`src/rtl/mem_arb_pkg.sv`:
```
// Shared types and helpers for the I/D memory arbiter.
package mem_arb_pkg;

  typedef enum logic {ARB_IDLE, ARB_BUSY} arb_state_t;
  typedef enum logic {OWN_I, OWN_D} arb_owner_t;

  // Never returns zero, so the counter has a legal width even with the watchdog off.
  function automatic int tmo_width(input int timeout_cycles);
    return (timeout_cycles < 1) ? 1 : $clog2(timeout_cycles + 1);
  endfunction

endpackage

```
`src/rtl/mem_arbiter_if.sv`:
```
// Fetch, LSU and memory signal bundle; slave = arbiter view, master = core/memory view.
interface mem_arb_if #(
  parameter int DATA_WIDTH = 32,
  parameter int ADDR_WIDTH = 32
);
  localparam int MASK_SIZE = DATA_WIDTH / 8;

  logic                  i_req;
  logic [ADDR_WIDTH-1:0] i_addr;
  logic                  i_gnt;
  logic                  i_rvalid;
  logic [DATA_WIDTH-1:0] i_rdata;
  logic                  i_err;

  logic                  d_req;
  logic                  d_we;
  logic [ADDR_WIDTH-1:0] d_addr;
  logic [DATA_WIDTH-1:0] d_wdata;
  logic [MASK_SIZE-1:0]  d_mask;
  logic                  d_gnt;
  logic                  d_rvalid;
  logic [DATA_WIDTH-1:0] d_rdata;
  logic                  d_err;

  logic                  m_req;
  logic                  m_we;
  logic [ADDR_WIDTH-1:0] m_addr;
  logic [DATA_WIDTH-1:0] m_wdata;
  logic [MASK_SIZE-1:0]  m_mask;
  logic                  m_gnt;
  logic                  m_rvalid;
  logic [DATA_WIDTH-1:0] m_rdata;

  modport slave (
    input  i_req, i_addr, d_req, d_we, d_addr, d_wdata, d_mask, m_gnt, m_rvalid, m_rdata,
    output i_gnt, i_rvalid, i_rdata, i_err, d_gnt, d_rvalid, d_rdata, d_err,
           m_req, m_we, m_addr, m_wdata, m_mask
  );

  modport master (
    output i_req, i_addr, d_req, d_we, d_addr, d_wdata, d_mask, m_gnt, m_rvalid, m_rdata,
    input  i_gnt, i_rvalid, i_rdata, i_err, d_gnt, d_rvalid, d_rdata, d_err,
           m_req, m_we, m_addr, m_wdata, m_mask
  );

endinterface

```
`src/rtl/arb_watchdog.sv`:
```
// Busy-cycle counter: expired_o rises when the count reaches TIMEOUT_CYCLES-1; constant 0 when TIMEOUT_CYCLES=0.
module arb_watchdog
  import mem_arb_pkg::*;
#(
  parameter int TIMEOUT_CYCLES = 16
) (
  input  logic clk,
  input  logic rst,
  input  logic clear_i,
  input  logic enable_i,
  output logic expired_o
);
  localparam int CW = tmo_width(TIMEOUT_CYCLES);

  generate
    if (TIMEOUT_CYCLES == 0) begin : g_off
      logic unused_in;
      assign unused_in = clk ^ rst ^ clear_i ^ enable_i;
      assign expired_o = 1'b0;
    end else begin : g_on
      logic [CW-1:0] cnt_q;
      logic [CW-1:0] cnt_d;

      assign expired_o = (cnt_q == CW'(TIMEOUT_CYCLES - 1));

      always_comb begin
        cnt_d = cnt_q;
        if (clear_i) begin
          cnt_d = '0;
        end else if (enable_i && !expired_o) begin
          cnt_d = cnt_q + 1'b1;
        end
      end

      always_ff @(posedge clk or posedge rst) begin
        if (rst) begin
          cnt_q <= '0;
        end else begin
          cnt_q <= cnt_d;
        end
      end
    end
  endgenerate

endmodule

```
`src/rtl/mem_arbiter.sv`:
```
// Single-outstanding arbiter sharing one memory between fetch (I) and LSU (D), with response watchdog.
// Fixed priority D over I by default; define MEM_ARB_RR_EN for round-robin between simultaneous requests.
module mem_arbiter
  import mem_arb_pkg::*;
#(
  parameter int DATA_WIDTH     = 32,
  parameter int ADDR_WIDTH     = 32,
  parameter int TIMEOUT_CYCLES = 16
) (
  input logic      clk,
  input logic      rst,
  mem_arb_if.slave bus
);
  localparam int MASK_SIZE = DATA_WIDTH / 8;

  arb_state_t state_q;
  arb_owner_t owner_q;
  logic       lock_q;
  logic       we_q;
`ifdef MEM_ARB_RR_EN
  arb_owner_t rr_q;
`endif

  arb_owner_t            sel;
  logic                  idle;
  logic                  busy;
  logic                  mreq;
  logic                  sel_d;
  logic                  wd_exp;
  logic                  rsp_vld;
  logic                  rsp_err;
  logic [DATA_WIDTH-1:0] rsp_data;

  // A stalled request keeps its selection so m_* stay stable until m_gnt.
  always_comb begin
    sel = OWN_D;
    if (lock_q) begin
      sel = owner_q;
    end else if (bus.i_req && !bus.d_req) begin
      sel = OWN_I;
`ifdef MEM_ARB_RR_EN
    end else if (bus.i_req && bus.d_req) begin
      sel = rr_q;
`endif
    end
  end

  assign idle  = (state_q == ARB_IDLE) && !rst;
  assign busy  = (state_q == ARB_BUSY) && !rst;
  assign sel_d = (sel == OWN_D);
  assign mreq  = idle && (sel_d ? bus.d_req : bus.i_req);

  assign bus.m_req   = mreq;
  assign bus.m_we    = mreq && sel_d && bus.d_we;
  assign bus.m_addr  = !mreq ? '0 : (sel_d ? bus.d_addr : bus.i_addr);
  assign bus.m_wdata = (mreq && sel_d) ? bus.d_wdata : '0;
  assign bus.m_mask  = (mreq && sel_d) ? bus.d_mask : MASK_SIZE'(0);
  assign bus.d_gnt   = mreq && sel_d && bus.m_gnt;
  assign bus.i_gnt   = mreq && !sel_d && bus.m_gnt;

  arb_watchdog #(
    .TIMEOUT_CYCLES(TIMEOUT_CYCLES)
  ) u_wd (
    .clk      (clk),
    .rst      (rst),
    .clear_i  (state_q == ARB_IDLE),
    .enable_i (busy),
    .expired_o(wd_exp)
  );

  // A real memory answer wins over a same-cycle timeout.
  assign rsp_vld  = busy && (bus.m_rvalid || wd_exp);
  assign rsp_err  = busy && !bus.m_rvalid && wd_exp;
  assign rsp_data = (busy && bus.m_rvalid && !we_q) ? bus.m_rdata : '0;

  assign bus.i_rvalid = rsp_vld && (owner_q == OWN_I);
  assign bus.i_err    = rsp_err && (owner_q == OWN_I);
  assign bus.i_rdata  = (owner_q == OWN_I) ? rsp_data : '0;
  assign bus.d_rvalid = rsp_vld && (owner_q == OWN_D);
  assign bus.d_err    = rsp_err && (owner_q == OWN_D);
  assign bus.d_rdata  = (owner_q == OWN_D) ? rsp_data : '0;

  always_ff @(posedge clk or posedge rst) begin
    if (rst) begin
      state_q <= ARB_IDLE;
      owner_q <= OWN_D;
      lock_q  <= 1'b0;
      we_q    <= 1'b0;
`ifdef MEM_ARB_RR_EN
      rr_q    <= OWN_D;
`endif
    end else begin
      case (state_q)
        ARB_IDLE: begin
          if (mreq) begin
            owner_q <= sel;
            we_q    <= sel_d && bus.d_we;
            if (bus.m_gnt) begin
              state_q <= ARB_BUSY;
              lock_q  <= 1'b0;
`ifdef MEM_ARB_RR_EN
              rr_q    <= sel_d ? OWN_I : OWN_D;
`endif
            end else begin
              lock_q <= 1'b1;
            end
          end
        end
        ARB_BUSY: begin
          if (rsp_vld) begin
            state_q <= ARB_IDLE;
          end
        end
        default: state_q <= ARB_IDLE;
      endcase
    end
  end

endmodule

```
`src/flat_wrapper.sv`:
```
// flat-port wrapper written by rule: the top's interface ports become plain ports
module mem_arbiter_flat import mem_arb_pkg::*;
#(
  parameter int DATA_WIDTH     = 32,
  parameter int ADDR_WIDTH     = 32,
  parameter int TIMEOUT_CYCLES = 16
)
  (clk, rst, bus_i_req, bus_i_addr, bus_d_req, bus_d_we, bus_d_addr, bus_d_wdata, bus_d_mask, bus_m_gnt, bus_m_rvalid, bus_m_rdata, bus_i_gnt, bus_i_rvalid, bus_i_rdata, bus_i_err, bus_d_gnt, bus_d_rvalid, bus_d_rdata, bus_d_err, bus_m_req, bus_m_we, bus_m_addr, bus_m_wdata, bus_m_mask);
  mem_arb_if #(.DATA_WIDTH(DATA_WIDTH), .ADDR_WIDTH(ADDR_WIDTH)) bus_i ();
  input logic clk;
  input logic rst;
  input wire logic [$bits(bus_i.i_req)-1:0] bus_i_req;
  input wire logic [$bits(bus_i.i_addr)-1:0] bus_i_addr;
  input wire logic [$bits(bus_i.d_req)-1:0] bus_d_req;
  input wire logic [$bits(bus_i.d_we)-1:0] bus_d_we;
  input wire logic [$bits(bus_i.d_addr)-1:0] bus_d_addr;
  input wire logic [$bits(bus_i.d_wdata)-1:0] bus_d_wdata;
  input wire logic [$bits(bus_i.d_mask)-1:0] bus_d_mask;
  input wire logic [$bits(bus_i.m_gnt)-1:0] bus_m_gnt;
  input wire logic [$bits(bus_i.m_rvalid)-1:0] bus_m_rvalid;
  input wire logic [$bits(bus_i.m_rdata)-1:0] bus_m_rdata;
  output wire logic [$bits(bus_i.i_gnt)-1:0] bus_i_gnt;
  output wire logic [$bits(bus_i.i_rvalid)-1:0] bus_i_rvalid;
  output wire logic [$bits(bus_i.i_rdata)-1:0] bus_i_rdata;
  output wire logic [$bits(bus_i.i_err)-1:0] bus_i_err;
  output wire logic [$bits(bus_i.d_gnt)-1:0] bus_d_gnt;
  output wire logic [$bits(bus_i.d_rvalid)-1:0] bus_d_rvalid;
  output wire logic [$bits(bus_i.d_rdata)-1:0] bus_d_rdata;
  output wire logic [$bits(bus_i.d_err)-1:0] bus_d_err;
  output wire logic [$bits(bus_i.m_req)-1:0] bus_m_req;
  output wire logic [$bits(bus_i.m_we)-1:0] bus_m_we;
  output wire logic [$bits(bus_i.m_addr)-1:0] bus_m_addr;
  output wire logic [$bits(bus_i.m_wdata)-1:0] bus_m_wdata;
  output wire logic [$bits(bus_i.m_mask)-1:0] bus_m_mask;
  assign bus_i.i_req = bus_i_req;
  assign bus_i.i_addr = bus_i_addr;
  assign bus_i.d_req = bus_d_req;
  assign bus_i.d_we = bus_d_we;
  assign bus_i.d_addr = bus_d_addr;
  assign bus_i.d_wdata = bus_d_wdata;
  assign bus_i.d_mask = bus_d_mask;
  assign bus_i.m_gnt = bus_m_gnt;
  assign bus_i.m_rvalid = bus_m_rvalid;
  assign bus_i.m_rdata = bus_m_rdata;
  assign bus_i_gnt = bus_i.i_gnt;
  assign bus_i_rvalid = bus_i.i_rvalid;
  assign bus_i_rdata = bus_i.i_rdata;
  assign bus_i_err = bus_i.i_err;
  assign bus_d_gnt = bus_i.d_gnt;
  assign bus_d_rvalid = bus_i.d_rvalid;
  assign bus_d_rdata = bus_i.d_rdata;
  assign bus_d_err = bus_i.d_err;
  assign bus_m_req = bus_i.m_req;
  assign bus_m_we = bus_i.m_we;
  assign bus_m_addr = bus_i.m_addr;
  assign bus_m_wdata = bus_i.m_wdata;
  assign bus_m_mask = bus_i.m_mask;
  mem_arbiter #(.DATA_WIDTH(DATA_WIDTH), .ADDR_WIDTH(ADDR_WIDTH), .TIMEOUT_CYCLES(TIMEOUT_CYCLES)) u_core (.clk(clk), .rst(rst), .bus(bus_i));
endmodule
```
`config.mk`:
```
export PLATFORM = sky130hd
export DESIGN_NAME = mem_arbiter_flat
export DESIGN_NICKNAME = d
export VERILOG_FILES = /design/src/rtl/mem_arb_pkg.sv /design/src/rtl/mem_arbiter_if.sv /design/src/rtl/arb_watchdog.sv /design/src/rtl/mem_arbiter.sv /design/src/flat_wrapper.sv
export SDC_FILE = /design/constraint.sdc
export NUM_CORES = 1
export LEC_CHECK = 0
export CAP_MARGIN = 5
export CELL_PAD_IN_SITES_DETAIL_PLACEMENT = 1
export CELL_PAD_IN_SITES_GLOBAL_PLACEMENT = 1
export CORE_ASPECT_RATIO = 2
export CORE_UTILIZATION = 12
export DETAILED_ROUTE_END_ITERATION = 10
export GPL_TIMING_DRIVEN = 0
export PLACE_DENSITY = 0.94
export SYNTH_ARGS = -nofsm -noshare
export SYNTH_HDL_FRONTEND = slang
export SYNTH_SLANG_ARGS = --single-unit
```
`constraint.sdc`:
```
create_clock -name clk -period 2 [get_ports clk]
set_input_delay 0.5 -clock clk [delete_from_list [all_inputs] [get_ports clk]]
set_output_delay 0.5 -clock clk [all_outputs]
set_load 0.02 [all_outputs]
```
-- After elaboration in Yosys (flattened, before gate mapping)
Cells that the tools add are included.
- bits in registers: 9
- RAM bits: 0
- memories kept: 0
- input port bits: 139
- output and inout port bits: 140
- ROM bits: 0
- bits in latches: 0
- reduce and logical (&&, ||, !) cells: 28
- order comparisons: 0
- bitwise logic cells: 2
- shift-type cells: 0
- add/sub/neg operators: 1
- $mul: 0
- muxes and demuxes: 17
- divide/modulo/power cells: 0
- equal/unequal tests: 2
- operators by type and width (kind ; number):
    $mux W32 ; 6
    $logic_and A1 B1 Y1 ; 20
    $mux W5 ; 2
    $mux W1 ; 7
    $logic_not A1 Y1 ; 6
    $add A5 B1 Y5 const B ; 1
    $eq A5 B4 Y1 const B ; 1
    $mux W4 ; 1
    $ne A2 B2 Y1 const B ; 1
    $not A1 Y1 ; 2
    $pmux W1 S2 ; 1
    $reduce_and A2 Y1 ; 1
    $logic_or A1 B1 Y1 ; 1

-- Logic depth before layout (Yosys ltp)
Gate-level depths: netlist of the first run.
- depth after elaboration: 8
- mapped depth: 6
- mapped depth without buffers: 6

-- Hierarchy
From an unflattened synthesis of the first run, not the netlist that was laid out.
- cells, all modules: 209
- area total of the unflattened synthesis: 1575.3 sq um
- modules (own cells, without submodules) (module ; cells each ; instances ; area each (sq um) ; sequential area each (sq um)):
    mem_arbiter ; 185 ; 1 ; 1311.3 ; 101.3
    arb_watchdog ; 24 ; 1 ; 264.0 ; 125.1

-- Worst setup path before layout of the first run
Ideal clock, no wire load.
- path kind: in2out
- start: in rst
- end: out bus_d_rdata[10]
- buffers on the path: 2
- stages on the path: 5
- setup slack: 0.082 ns
- arrival: 1.418 ns
- required time: 1.500 ns
- cells stage by stage: buf_2 > nand3b_1 > nor2_1 > buf_2 > and2_1
- longest elaborated chain between the ends: 6
- ends and longest elaborated chain (item ; RTL line ; source):
    start, declared ; flat_wrapper.sv:11 ; input logic rst;
    $logic_not A1 Y1 ; mem_arbiter.sv:49 ; assign busy = (state_q == ARB_BUSY) && !rst;
    $logic_and A1 B1 Y1 ; mem_arbiter.sv:49 ;
    $logic_and A1 B1 Y1 (2 in series) ; mem_arbiter.sv:74 ; assign rsp_data = (busy && bus.m_rvalid && !we_q) ? bus.m_rdata : '0;
    $mux W32 ; mem_arbiter.sv:74 ;
    $mux W32 ; mem_arbiter.sv:81 ; assign bus.d_rdata = (owner_q == OWN_D) ? rsp_data : '0;
    end, declared ; flat_wrapper.sv:28 ; output wire logic [$bits(bus_i.d_rdata)-1:0] bus_d_rdata;
Every way passes these cells.

-- Worst setup path in the final report of the first run
- start: reg u_core.owner_q
- end: out bus_m_addr[29]
- longest elaborated chain between the ends: 4
- elaborated cells on any way between the ends: 5
- those cells by class: mux: 4; reduce/logical: 1
- ends and longest elaborated chain (item ; RTL line ; source):
    start, declared ; mem_arbiter.sv:17 ; arb_owner_t owner_q;
    start signal, assigned ; mem_arbiter.sv:96 ; owner_q <= sel;
    $mux W1 (*) ; mem_arbiter.sv:37 ; if (lock_q) begin
    $mux W1 ; mem_arbiter.sv:51 ; assign mreq = idle && (sel_d ? bus.d_req : bus.i_req);
    $logic_and A1 B1 Y1 ; mem_arbiter.sv:51 ;
    $mux W32 (*) ; mem_arbiter.sv:55 ; assign bus.m_addr = !mreq ? '0 : (sel_d ? bus.d_addr : bus.i_addr);
    end, declared ; flat_wrapper.sv:32 ; output wire logic [$bits(bus_i.m_addr)-1:0] bus_m_addr;
Every way passes the cells marked *; elsewhere a longest branch is shown, timed or not.

==> results.py, run 1 <==
metrics = {
    "run_status": {
        "status": "finished with violations",
        "violations": "setup timing",
    },
    "hold_path": {
        "worstHoldStart": "u_core.we_q$_DFFE_PP0P_",
        "whs_endpoint": "u_core.we_q$_DFFE_PP0P_",
        "hp-class": "reg -> reg",
        "min_path_cells": 2,
    },
    "sta": {
        "setup_ws_ns": -0.278,
        "setup_viol": 140,
        "fin_crit_sh_pct": 114,
        "hold-worst-slack_ns": 0.537,
        "fmax_ghz": 0.439,
        "worstMarginPinSlew_ns": 0.453,
        "fin_skew_ns": 0.00428,
        "hold_viol": 0,
        "post-route-min-period_ns": 2.28,
        "rsz0062_at_grt": "true",
        "maxSlewViolCount": 0,
        "slew_headroom_pct": 69.8,
    },
    "flow_run": {
        "max-cap-violations": 0,
    },
    "global_routing": {
        "grt_pass1_vias": 3352,
        "grt_use_met1_pct": 14.6,
        "grt-busiest-layer": "met2",
        "antenna_found_initial": 2,
        "groute.usage.overall_pct": 17.2,
        "grt-ovfl-total": 0,
        "met3_usage_pct": 4.97,
        "grt_use_met2_pct": 37.1,
        "grt_pass1_wl_mm": 18.4,
        "grt_max_degree": 11,
    },
    "critical_path": {
        "worstReg2RegEnd": "u_core.u_wd.g_on.cnt_q[3]$_DFFE_PP0P_",
        "max_stage_delay_ns": 0.57,
        "r2r_slack_ns": 0.35,
        "cp-start-kind": "flop",
        "endpoint_kind": "output pin",
        "cp_top_family": "flip-flops",
        "crit_buf_inv": 3,
        "crit_slowest_cell": "dfstp_2",
        "worst_ep_required_time_ns": 1.50,
        "crit_arrival_ns": 1.78,
        "crit_top_cell": "buf_6",
        "path_max_fanout": 5,
        "rr_startpoint": "u_core.u_wd.g_on.cnt_q[1]$_DFFE_PP0P_",
        "crit_path_cell_trace": "buf_6 -> mux2i_4 -> and3_4 -> buf_8 -> a22o_4 -> buf_6",
        "critPathKind": "reg -> out",
        "reg2reg_depth": 6,
    },
    "power": {
        "p_leak_nw": 2.69,
        "max-vdd-ir-drop_v": 0.000293,
        "p_per_area_nw_per_um2": 548,
    },
    "route": {
        "ant_nets": 0,
        "vias": 2981,
        "via_per_inst": 4.38,
        "drc_errors": 0,
        "drtIter0Drc": 45,
        "wl_mm": 13.6,
        "wl_per_cell_um": 20.0,
        "firstDrtPassIters": 4,
    },
    "clocking": {
        "cts_tree": "yes",
        "clk_pin_slew_ns": 0.04,
        "insertion_delay_ns": 0.24,
        "clock_sinks": 9,
        "clockBufferDepth": 2,
        "numCtsBuffers": 3,
        "root_buffer": "clkbuf_16",
        "htreeDepth": 1,
    },
    "synthesis": {
        "synth_cell_types": 30,
        "synthesis.instances": 212,
        "yosysWarnings": 0,
        "seq_area_frac_synth_pct": 14.1,
        "syn_avg_cell_area_um2": 7.55,
        "ys_ff_latch": 9,
        "synth_top_area_cell": "and2_1",
        "synthTopCellsByArea": "and2_1 (41%), a22o_1 (18%), dfrtp_1 (13%)",
        "synth_area_um2": 1600,
        "synth_fp_nets": 353,
        "yosysTopAreaCellShare_pct": 41.0,
    },
    "floorplanning": {
        "core_area_um2": 13000,
        "die_h_um": 165,
        "placementRows": 59,
        "initial_core_util_pct": 12.3,
        "die_w_um": 83.7,
        "dieArea_um2": 13800,
        "ios": 279,
    },
    "place": {
        "post-place-ws_ns": -1.39,
        "globalplace.congestion": 0.831,
        "portBuffers": 278,
        "dp_hpwl_mm": 9.80,
    },
    "layout": {
        "layout.nets": 670,
        "drive_gt1_share_pct": 61.6,
        "fillCellCount": 1395,
        "area_growth_pct": 267,
    },
}
==> synthesized netlist by cell type, drive strengths merged <==
cell type and number:
inv 3, and3 3, o211a 1, nand2 4
ha 2, a21boi 1, clkbuf 3, a22o 33
nor2 10, o31ai 1, nor3b 1, or3b 1
o2bb2ai 1, buf 17, o21ai 2, a21bo 1
nor3 1, a2111oi 1, dfstp 1, nand2b 4
and2 105, nand4 1, dfrtp 8, o41ai 1
nand3b 1, xor2 2, mux2i 3
==> power by group <==
part	internal, W	switching, W
logic	0.00149	0.00106
clock network	0.000268	0.000102
registers	0.000242	0.0000603
==> how the worst max path moves through the flow <==
stage	start	to	slack, ns	cells after the start
floorplan	rst	bus_d_rdata[10]	0.08	5
global placement	rst	bus_d_rdata[14]	-1.34	7
detailed placement	rst	bus_d_rdata[14]	-1.39	7
CTS	u_core.owner_q$_DFFE_PP1P_	bus_i_rdata[11]	-0.28	7
global route	u_core.owner_q$_DFFE_PP1P_	bus_d_rdata[14]	-0.34	7
finish	u_core.owner_q$_DFFE_PP1P_	bus_m_addr[29]	-0.28	6
==> sequential cells by signal, summed over array words and instances, names as in the netlist <==
register,count
u_core.u_wd.g_on.cnt_q,5
u_core.lock_q,1
u_core.owner_q,1
u_core.state_q,1
u_core.we_q,1
==> metrics by stage <==
step                instances  total power [W]  util, %  area (um^2)  setup TNS, ns
floorplan                 212          0.00107        -         1600              0
global placement          642          0.00194     35.2         4570        -143.03
detailed placement        642          0.00199     35.2         4570        -148.45
CTS                       665          0.00282     41.1         5340         -31.48
global route              680          0.00336     45.3         5880         -38.91
finish                    681          0.00322     45.3         5880         -30.93
==> metal layers <==
layer	up-vias	share of wire [%]	wire [um]
met2	236	59	8070
met4	2	1.9	253
met5	-	0.095	13
met1	1376	30	4060
li1	1352	-	-
met3	15	9.0	1230
==> cell usage in the layout (no fill, tap or decap), drive strengths merged <==
master and n:
dlygate4sd2 1, diode 1, nor3b 1, o31ai 1
a2111oi 1, o2bb2ai 1, dfrtp 8, ha 2
clkdlybuf4s15 1, o211a 1, buf 187, o21ai 2
or3b 1, nor3 1, o41ai 1, inv 3
clkbuf 12, a22o 33, a21bo 1, and3 4
dfstp 1, nand4 1, nand3b 1, mux2i 3
clkdlybuf4s50 134, a21boi 1, nand2 4, xor2 2
nor2 10, nand2b 4, and2 105
==> timing repair <==
action,4_1_cts,5_1_grt
buffers inserted,9,9
hold buffers,0,0
endpoints found under the setup margin,140,140
resized for setup,945,120
pin swaps,60,63
hold endpoints to repair,0,0
cloned,11,7
==> worst reg2reg max path, stage by stage, from the launching register on <==
cell	delay [ns]
dfrtp_1	0.40
ha_2	0.18
and3_4	0.18
ha_4	0.18
nor2_1	0.27
nand4_1	0.17
mux2i_1	0.15
==> logic make-up after synthesis <==
kind of cell,share of synthesized area (%)
AO/OA/AOI/OAI,22.9
XOR/XNOR,1.09
adder cells (fa/ha/maj),1.56
buffers and inverters,8.75
flip-flops,14.1
multiplexers,1.88
AND/OR/NAND/NOR,49.7
==> area by class of cell <==
type	instances	area (um^2)	share of cell area, %
multi-input cells	181	1650	28.0
repair buffers	312	3430	58.2
well taps	152	190	3.23
diodes	1	2.50	0.0425
plain buffers	19	295	5.02
flip-flops and latches	9	229	3.89
inverters	3	11.3	0.191
clock buffers	4	78.8	1.34
Note: power is estimated with default switching activity, not from simulation.
==> run 2: changes to the inputs <==
--- a/config.mk
+++ b/config.mk
@@ -5,7 +5,6 @@
 export SDC_FILE = /design/constraint.sdc
 export NUM_CORES = 1
 export LEC_CHECK = 0
-export CAP_MARGIN = 5
 export CELL_PAD_IN_SITES_DETAIL_PLACEMENT = 1
 export CELL_PAD_IN_SITES_GLOBAL_PLACEMENT = 1
 export CORE_ASPECT_RATIO = 2
==> results of run 2 <==
Same layout as run 1: the final DEF is identical, and so are final timing and power.
==> run 3: changes to the inputs <==
--- a/config.mk
+++ b/config.mk
@@ -11,7 +11,8 @@
 export CORE_UTILIZATION = 12
 export DETAILED_ROUTE_END_ITERATION = 10
 export GPL_TIMING_DRIVEN = 0
-export PLACE_DENSITY = 0.94
+export PLACE_DENSITY = 0.95
 export SYNTH_ARGS = -nofsm -noshare
 export SYNTH_HDL_FRONTEND = slang
+export SYNTH_HIERARCHICAL = 1
 export SYNTH_SLANG_ARGS = --single-unit
==> run 3 against run 2 <==
Against the previous run:
- the run still ends with setup timing left
- sequential power increased by 3%
- clock power decreased by 5%
- largest power group unchanged
- routed wire length decreased by 9.8%
- final area decreased by 2.7%
==> results.py, run 3 <==
metrics = {
    "run_status": {
        "status": "finished with violations",
        "violations": "setup timing",
    },
    "place": {
        "dp_hpwl_mm": 9.67,
        "portBuffers": 278,
        "globalplace.congestion": 0.809,
    },
    "critical_path": {
        "endpoint_kind": "output pin",
        "critPathKind": "reg -> out",
        "path_max_fanout": 10,
        "crit_slowest_cell": "dfstp_2",
        "crit_top_cell": "buf_6",
        "crit_buf_inv": 5,
        "worst_ep_required_time_ns": 1.50,
        "cp_top_family": "buffers and inverters",
        "crit_path_cell_trace": "inv_4 -> a2111oi_4 -> buf_4 -> buf_6 -> buf_8 -> a22o_1 -> buf_6",
        "max_stage_delay_ns": 0.55,
        "cp-start-kind": "flop",
        "crit_arrival_ns": 1.89,
    },
    "global_routing": {
        "grt_pass1_vias": 3379,
        "grt_max_degree": 11,
        "antenna_found_initial": 0,
        "grt_pass1_wl_mm": 18.6,
        "groute.usage.overall_pct": 17.8,
        "grt-ovfl-total": 0,
    },
    "synthesis": {
        "yosysMostFrequentCell": "and2_1",
        "synth_top_area_cell": "and2_1",
        "synth-edff-count": 0,
        "seq_area_frac_synth_pct": 14.4,
        "yosysWarnings": 6,
        "synth_area_um2": 1580,
        "async_flop_share_pct": 100,
        "synth_flop_cell": "dfrtp_1",
        "synth_cell_types": 33,
        "syn_avg_cell_area_um2": 7.54,
        "yosysTopAreaCellShare_pct": 40.9,
        "synthTopCellsByCount": "and2_1 (103), a22o_1 (34), clkbuf_1 (12)",
        "synthTopCellsByArea": "and2_1 (41%), a22o_1 (19%), dfrtp_1 (13%)",
        "ys_ff_latch": 9,
        "synthesis.instances": 209,
        "synth_fp_nets": 350,
    },
    "sta": {
        "fin_crit_sh_pct": 119,
        "hold-worst-slack_ns": 0.180,
        "slew_headroom_pct": 78.4,
        "setup_tns_ns": -37.22,
        "setup_viol": 138,
        "post-route-min-period_ns": 2.39,
        "hold_viol": 0,
        "setup_ws_ns": -0.387,
        "worstMarginPinSlew_ns": 0.324,
        "fin_skew_ns": 0.00131,
        "maxSlewViolCount": 0,
        "rsz0062_at_grt": "true",
        "fmax_ghz": 0.419,
    },
    "floorplanning": {
        "core_area_um2": 12700,
        "dieArea_um2": 13600,
        "initial_core_util_pct": 12.4,
        "placementRows": 58,
        "die_h_um": 164,
        "die_w_um": 83.0,
        "ios": 279,
    },
    "route": {
        "ant_nets": 0,
        "wl_mm": 12.3,
        "drtIter0Drc": 27,
        "via_per_inst": 4.37,
        "drc_errors": 0,
        "wl_per_cell_um": 18.2,
        "firstDrtPassIters": 4,
        "vias": 2954,
    },
    "clocking": {
        "root_buffer": "clkbuf_16",
        "htreeDepth": 1,
        "clk_pin_slew_ns": 0.04,
        "clock_sinks": 9,
        "numCtsBuffers": 3,
        "cts_tree": "yes",
        "clockBufferDepth": 2,
        "insertion_delay_ns": 0.24,
    },
    "layout": {
        "layout_common_cells": "clkdlybuf4s50_1 (134), buf_6 (133), and2_4 (85)",
        "top_register": "u_core/u_wd/g_on.cnt_q",
        "drive_gt1_share_pct": 60.8,
        "final_common_cell": "clkdlybuf4s50_1",
        "largest_reg_flops": 5,
        "area_growth_pct": 263,
        "insertedDiodeCount": 0,
        "layout.nets": 668,
    },
    "power": {
        "max-vdd-ir-drop_v": 0.000343,
        "finalPower_w": 0.00351,
        "p_per_area_nw_per_um2": 614,
        "p_leak_nw": 2.64,
    },
    "flow_run": {
        "max-cap-violations": 0,
    },
    "hold_path": {
        "hp-class": "in -> async",
    },
}
[run 3: layout make-up]
class	count	area (um^2)
repair buffers	315	3360
clock buffers	4	78.8
flip-flops and latches	9	226
multi-input cells	174	1570
well taps	150	188
inverters	7	28.8
fillers	1410	6980
plain buffers	17	272
[run 3: report_power, final]
part / internal [W] / switching [W] / total, W
Clock: 0.000266 / 0.0000866 / 0.000353
Sequential: 0.000250 / 0.0000614 / 0.000312
Combinational: 0.00162 / 0.00122 / 0.00285
Total: 0.00214 / 0.00137 / 0.00351
[run 3: logic make-up (layout without fill, tap and decap cells)]
family | count (synthesis) | after routing | share of synthesized area, %
simple gates | 125 | 125 | 49.3
compound gates | 42 | 42 | 24.7
buf+inv | 26 | 343 | 6.91
flops | 9 | 9 | 14.4
mux | 3 | 3 | 1.99
fa+ha+maj | 2 | 2 | 1.59
xor+xnor | 2 | 2 | 1.11
[run 3: path summary, 6_finish.rpt]
check / from / to / slack, ns / cells after the start
max: u_core/owner_q$_DFFE_PP1P_ / bus_m_addr[11] / -0.39 / 7
min: rst / u_core/u_wd/g_on.cnt_q[2]$_DFFE_PP0P_ / 0.18 / 2
max reg2reg: u_core/u_wd/g_on.cnt_q[0]$_DFFE_PP0P_ / u_core/u_wd/g_on.cnt_q[3]$_DFFE_PP0P_ / 0.22 / 7
min reg2reg: u_core/we_q$_DFFE_PP0P_ / u_core/we_q$_DFFE_PP0P_ / 0.55 / 2
max in group asynchronous: rst / u_core/owner_q$_DFFE_PP1P_ / 1.47 / 3
min in group clk: u_core/we_q$_DFFE_PP0P_ / u_core/we_q$_DFFE_PP0P_ / 0.55 / 2
[run 3: layer usage]
metal	track usage (%)	part of all wire [%]
met3	4.32	9.2
met5	0	0
met1	15.3	29
met4	3.84	1.0
met2	39.1	60
[run 3: repair_timing]
action | CTS | global route
endpoints found under the setup margin | 141 | 140
buffers inserted | 23 | 5
pin swaps | 73 | 10
endpoints found under the hold margin | 0 | 0
hold buffers | 0 | 0
cloned | 12 | 1
gates resized for setup | 980 | 43
[run 3: stage by stage]
| stage | setup WS, ns | area (um^2) | cells | util [%] |
|---|---|---|---|---|
| floorplan | -0.100 | 1690 | 209 | - |
| global placement | -1.58 | 4660 | 637 | 36.7 |
| detailed placement | -1.61 | 4660 | 637 | 36.7 |
| CTS | -0.380 | 5620 | 675 | 44.2 |
| global route | -0.446 | 5720 | 676 | 45.0 |
| finish | -0.387 | 5720 | 676 | 45.0 |
==> RTL edit 1, RTL diff (config.mk and constraints of run 1) <==
`ADDR_WIDTH` is set to 32 in 3 places; all go to 40.
--- a/src/rtl/mem_arbiter_if.sv
+++ b/src/rtl/mem_arbiter_if.sv
@@ -2,5 +2,5 @@
 interface mem_arb_if #(
   parameter int DATA_WIDTH = 32,
-  parameter int ADDR_WIDTH = 32
+  parameter int ADDR_WIDTH = 40
 );
   localparam int MASK_SIZE = DATA_WIDTH / 8;
--- a/src/rtl/mem_arbiter.sv
+++ b/src/rtl/mem_arbiter.sv
@@ -5,5 +5,5 @@
 #(
   parameter int DATA_WIDTH     = 32,
-  parameter int ADDR_WIDTH     = 32,
+  parameter int ADDR_WIDTH     = 40,
   parameter int TIMEOUT_CYCLES = 16
 ) (
--- a/src/flat_wrapper.sv
+++ b/src/flat_wrapper.sv
@@ -3,5 +3,5 @@
 #(
   parameter int DATA_WIDTH     = 32,
-  parameter int ADDR_WIDTH     = 32,
+  parameter int ADDR_WIDTH     = 40,
   parameter int TIMEOUT_CYCLES = 16
 )
Interface: changed (resized bus_d_addr, bus_i_addr and bus_m_addr); port bits go from 279 to 303. No check against the original RTL was run, so the function may have changed too.
==> RTL edit 1 against run 1 <==
The run still ends with setup timing left; worst setup slack worse by 83 ps; critical endpoint is now bus_i_rdata[24]; register-to-register slack lost 70 ps; wire length up 11%; area after synthesis is 5.7% higher; total power rose by 4.9%; sequential cell count unchanged; final area up 7.1%.
==> RTL edit 1: results (changes against run 1) <==
stage,metric,value,unit,change
status,outcome,"finished, violations left",,unchanged
status,failing checks,setup timing,,unchanged
logic_synthesis,ranking of synthesized cells by area,"and2_1 39%, a22o_1 21%, dfrtp_1 12%",,"was and2_1 41%, a22o_1 18%, dfrtp_1 13%"
min_path,Hold WC Path Type,input port to asynchronous set/reset pin,,was register to register
logic_synthesis,syn_nets,379,,was 353
logic_synthesis,Synth Area in Compound Gates,0.258,,was 0.229
place,Post-Place Setup Slack,-1490,ps,was -1390 ps
logic_synthesis,multiplexer area fraction after synthesis,0.0177,,was 0.0188
global_routing,number of global-route vias before repair,3403,,was 3352
logic_synthesis,Post-Synth Adder-Cell Area,0.0148,,was 0.0156
detailed_routing,drt total wl,15100,um,was 13600 um
logic_synthesis,most frequent cells after synthesis,"105 x and2_1, 41 x a22o_1, 9 x nor2_1",,"was 105 x and2_1, 33 x a22o_1, 10 x buf_2"
sta,Setup-failing EPs final,148,,was 140
detailed_routing,wl on met1,4820,um,was 4060 um
logic_synthesis,Mean Syn Cell Area,7.63,um^2,was 7.55 um^2
detailed_routing,vias,3148,,was 2981
critical_path,r2r setup slk,280,ps,was 350 ps
logic_synthesis,register area share after synthesis,0.134,,was 0.141
place,Inst Count DP,713,,was 642
sta,normalized max-slew margin,0.713,,was 0.698
place,GPL Wtd Cong,0.799,,was 0.831
layout,net count reported at finish,728,,was 670
sta,worst setup margin,-360,ps,was -278 ps
detailed_routing,DR WL met3,1130,um,was 1230 um
logic_synthesis,Yosys top cell area share,0.388,,was 0.410
critical_path,Critical Path AT,1860,ps,was 1780 ps
detailed_routing,Iter 0 DRT Violations,41,,was 45
sta,final clock skew,2.07,ps,was 4.28 ps
-- RTL edit 1: routing by layer --
metal / up-vias / track usage
met1: 1490 / 0.181
met4: 2 / 0.0500
met2: 167 / 0.369
li1: 1465 / -
met3: 24 / 0.0446
met5: - / 0
-- RTL edit 1: worst max path at each step --
stage,start,to,slack (ps)
final,u_core.owner_q,bus_i_rdata[24],-360
after global routing,u_core.owner_q,bus_i_rdata[24],-400
after floorplan,rst,bus_d_rdata[10],50
after global placement,rst,bus_d_rdata[11],-1440
after CTS,u_core.owner_q,bus_i_rdata[27],-360
after detailed placement,rst,bus_d_rdata[18],-1490
-- RTL edit 1: worst max-delay path, cell delays in order, from the launching register on --
cell and delay [ps]:
dfstp_2 380, buf_6 110, or3b_4 410, nor2_4 120
buf_12 140, buf_8 110, buf_8 110, and2_4 130
buf_6 110
-- RTL edit 1: area by class of cell --
type                       count  share of cell area
multi-input combinational    188               0.267
sequential                     9              0.0363
tap                          189              0.0375
antenna                        1            0.000397
timing repair buffer         347               0.599
buffer                        19              0.0457
clock buffer                   4              0.0125
inverter                       3             0.00179
-- RTL edit 1: report_power, final --
part,internal (mW),total [mW],switching [mW]
combinational,1.59,2.72,1.14
clock,0.267,0.360,0.0927
sequential,0.242,0.293,0.0517
total,2.09,3.38,1.28
-- RTL edit 1: kinds of logic after synthesis --
group,count (synthesis)
XOR/XNOR,2
multiplexers,3
AND/OR/NAND/NOR,131
buffers and inverters,25
flip-flops,9
AO/OA/AOI/OAI,50
adder cells (fa/ha/maj),2
-- RTL edit 1: metrics by stage --
stage	total power [mW]	hold WS, ps	util
after floorplan	1.16	481	-
after global placement	2.10	506	0.358
after detailed placement	2.17	528	0.358
after CTS	3.20	451	0.440
after global routing	3.52	487	0.456
final	3.38	446	0.456
-- RTL edit 1: timing repair --
item | CTS | global route
gates cloned | 13 | 4
hold buffers | 0 | 0
buffers inserted | 24 | 7
setup endpoints to repair | 148 | 148
gates resized for setup | 1043 | 55
endpoints found under the hold margin | 0 | 0
pin swaps | 57 | 28
==> RTL edit 2, RTL diff (settings of run 1) <==
Made on the original files. Reset style: synchronous (`rst`), changed in 2 clocked blocks.
--- a/src/rtl/arb_watchdog.sv
+++ b/src/rtl/arb_watchdog.sv
@@ -33,5 +33,5 @@
       end
 
-      always_ff @(posedge clk or posedge rst) begin
+      always_ff @(posedge clk) begin
         if (rst) begin
           cnt_q <= '0;
--- a/src/rtl/mem_arbiter.sv
+++ b/src/rtl/mem_arbiter.sv
@@ -81,5 +81,5 @@
   assign bus.d_rdata  = (owner_q == OWN_D) ? rsp_data : '0;
 
-  always_ff @(posedge clk or posedge rst) begin
+  always_ff @(posedge clk) begin
     if (rst) begin
       state_q <= ARB_IDLE;
Check against the original RTL: same outputs for any inputs over 10 cycles, from zero or initial values and one cycle with rst high; that may be too few to reach the edited logic, so the function may still have changed.
==> RTL edit 2 against run 1 <==
Fmax is 6.7% higher; worst setup slack better by 140 ps; via count shrank 0.74%; sequential cell count unchanged; core utilization is 0.90 points lower; area after synthesis is 3.4% lower; final area decreased by 5.3%; wire length down 2.8%; the run still ends with setup timing left; register-to-register slack better by 90 ps; highest routed layer is now met4; critical endpoint is now bus_i_rdata[3]; non-clock buffer count increased by 3; first-iteration DRC count increased by 20%.
Power is not compared: it rests on default switching activity, and its combinational part moved more than twofold at a synthesized area within 25%.
==> RTL edit 2: results (changes against run 1) <==
stage,metric,value,unit,change
clocking,worst skew pair latency,240,ps,about the same
critical_path,CP max stage delay,350,ps,was 570 ps
clocking,Clock Tree Buf Depth,2,,unchanged
logic_synthesis,ranking of synthesized cells by area,"and2_1 41%, a22o_1 18%, dfxtp_1 12%",,"was and2_1 41%, a22o_1 18%, dfrtp_1 13%"
clocking,total number of H-tree levels,1,,unchanged
layout,ratio of cells with drive above 1 in the final layout,0.548,,was 0.616
place,detailed placement HPWL,9880,um,was 9800 um
place,Inst Count DP,640,,was 642
pwr,Total Power,1.53,mW,
pwr,combinational gate power,957,uW,
place,Post-Place Setup Slack,-1280,ps,was -1390 ps
detailed_routing,post-DR wirelength/cell,19.5,um,was 20.0 um
critical_path,CP max FO,8,,was 5
min_path,Hold WC Path Type,register to register,,unchanged
logic_synthesis,most frequent cells after synthesis,"102 x and2_1, 32 x a22o_1, 13 x nor2_1",,"was 105 x and2_1, 33 x a22o_1, 10 x buf_2"
logic_synthesis,Gate Count Post-Synth,212,,unchanged
global_routing,largest net degree at the start of global routing,11,,unchanged
layout,Final Non-Filler Cells,679,,was 681
place,GPL Wtd Cong,0.840,,was 0.831
logic_synthesis,syn_nets,353,,unchanged
detailed_routing,post-DR vias/cell,4.36,,was 4.38
status,outcome,"finished, violations left",,unchanged
logic_synthesis,ys flop type,dfxtp_1,,was dfrtp_1
place,Placed Instance Area,4530,um^2,was 4570 um^2
layout,largest reg by FF count,u_core.u_wd.g_on.cnt_q,,unchanged
global_routing,first-pass GRT wire length,17500,um,was 18400 um
logic_synthesis,Ys Warns,0,,unchanged
pwr,Peak VDD IR,328,uV,
critical_path,critical path's slowest cell,dfxtp_4,,was dfstp_2
critical_path,Top delay family on crit path,buffers and inverters,,was flip-flops
clocking,Num CTS Buffers,3,,unchanged
logic_synthesis,register area share after synthesis,0.117,,was 0.141
detailed_routing,Iter 0 DRT Violations,54,,was 45
detailed_routing,first drt pass iteration count,4,,unchanged
sta,worst setup margin,-135,ps,was -278 ps
global_routing,All-Layer GR Usage,0.181,,was 0.172
global_routing,initial antenna violation count,0,,was 2
logic_synthesis,post-synth cell types,29,,was 30
pwr,Clock power frac,0.243,,
sta,final clock skew,1.91,ps,was 4.28 ps
clocking,root buf cell,clkbuf_16,,unchanged
clocking,"CTS clk-pin slew, worst paths",40,ps,about the same
sta,normalized max-slew margin,0.791,,was 0.698
place,# port buffers,278,,unchanged
layout,number of flip-flops in the largest register,5,,unchanged
sta,Setup-failing EPs final,120,,was 140
critical_path,Critical Path AT,1640,ps,was 1780 ps
layout,Inserted Diodes,0,,was 1
pwr,Lkg Pwr,2.55,nW,
pwr,Power Internal,1.03,mW,
status,failing checks,setup timing,,unchanged
layout,net count reported at finish,671,,was 670
global_routing,number of global-route vias before repair,3227,,was 3352
logic_synthesis,asr flop ratio synth,0,,was 1.00
sta,Fin Setup TNS,-8910,ps,was -30930 ps
-- RTL edit 2: timing repair --
| action | 4_1_cts | 5_1_grt |
|---|---|---|
| gates resized for setup | 918 | 72 |
| pin swaps | 35 | 46 |
| endpoints found under the setup margin | 140 | 139 |
| setup buffers | 18 | 9 |
| cloned | 6 | 6 |
-- RTL edit 2: path summary, 6_finish.rpt --
| kind | start | endpoint | slack, ps | cells after the start |
|---|---|---|---|---|
| setup / recovery | u_core.owner_q | bus_i_rdata[3] | -140 | 7 |
| hold / removal | u_core.u_wd.g_on.cnt_q[3] | u_core.u_wd.g_on.cnt_q[3] | 520 | 2 |
| setup reg to reg | u_core.owner_q | u_core.lock_q | 440 | 6 |
| hold reg to reg | u_core.u_wd.g_on.cnt_q[3] | u_core.u_wd.g_on.cnt_q[3] | 520 | 2 |
-- RTL edit 2: routing by layer --
metal | global-route usage | routed length (um)
met5 | 0 | 0
met1 | 0.149 | 3830
met4 | 0.0486 | 305
met2 | 0.375 | 7500
met3 | 0.0616 | 1610
-- RTL edit 2: final cells by class --
| type | count | area [um^2] |
|---|---|---|
| Sequential cell | 9 | 194 |
| Fill cell | 1400 | 6980 |
| Multi-Input combinational cell | 178 | 1520 |
| Tap cell | 150 | 188 |
| Clock buffer | 4 | 78.8 |
| Inverter | 4 | 15.0 |
| Timing Repair Buffer | 317 | 3320 |
| Buffer | 17 | 259 |
-- RTL edit 2: cells by family after synthesis --
| logic type | after synthesis | synth area share |
|---|---|---|
| AO/OA/AOI/OAI | 40 | 0.227 |
| XOR/XNOR | 3 | 0.0170 |
| adder cells (fa/ha/maj) | 2 | 0.0162 |
| buffers and inverters | 25 | 0.0971 |
| flip-flops | 9 | 0.117 |
| multiplexers | 3 | 0.0194 |
| AND/OR/NAND/NOR | 130 | 0.507 |
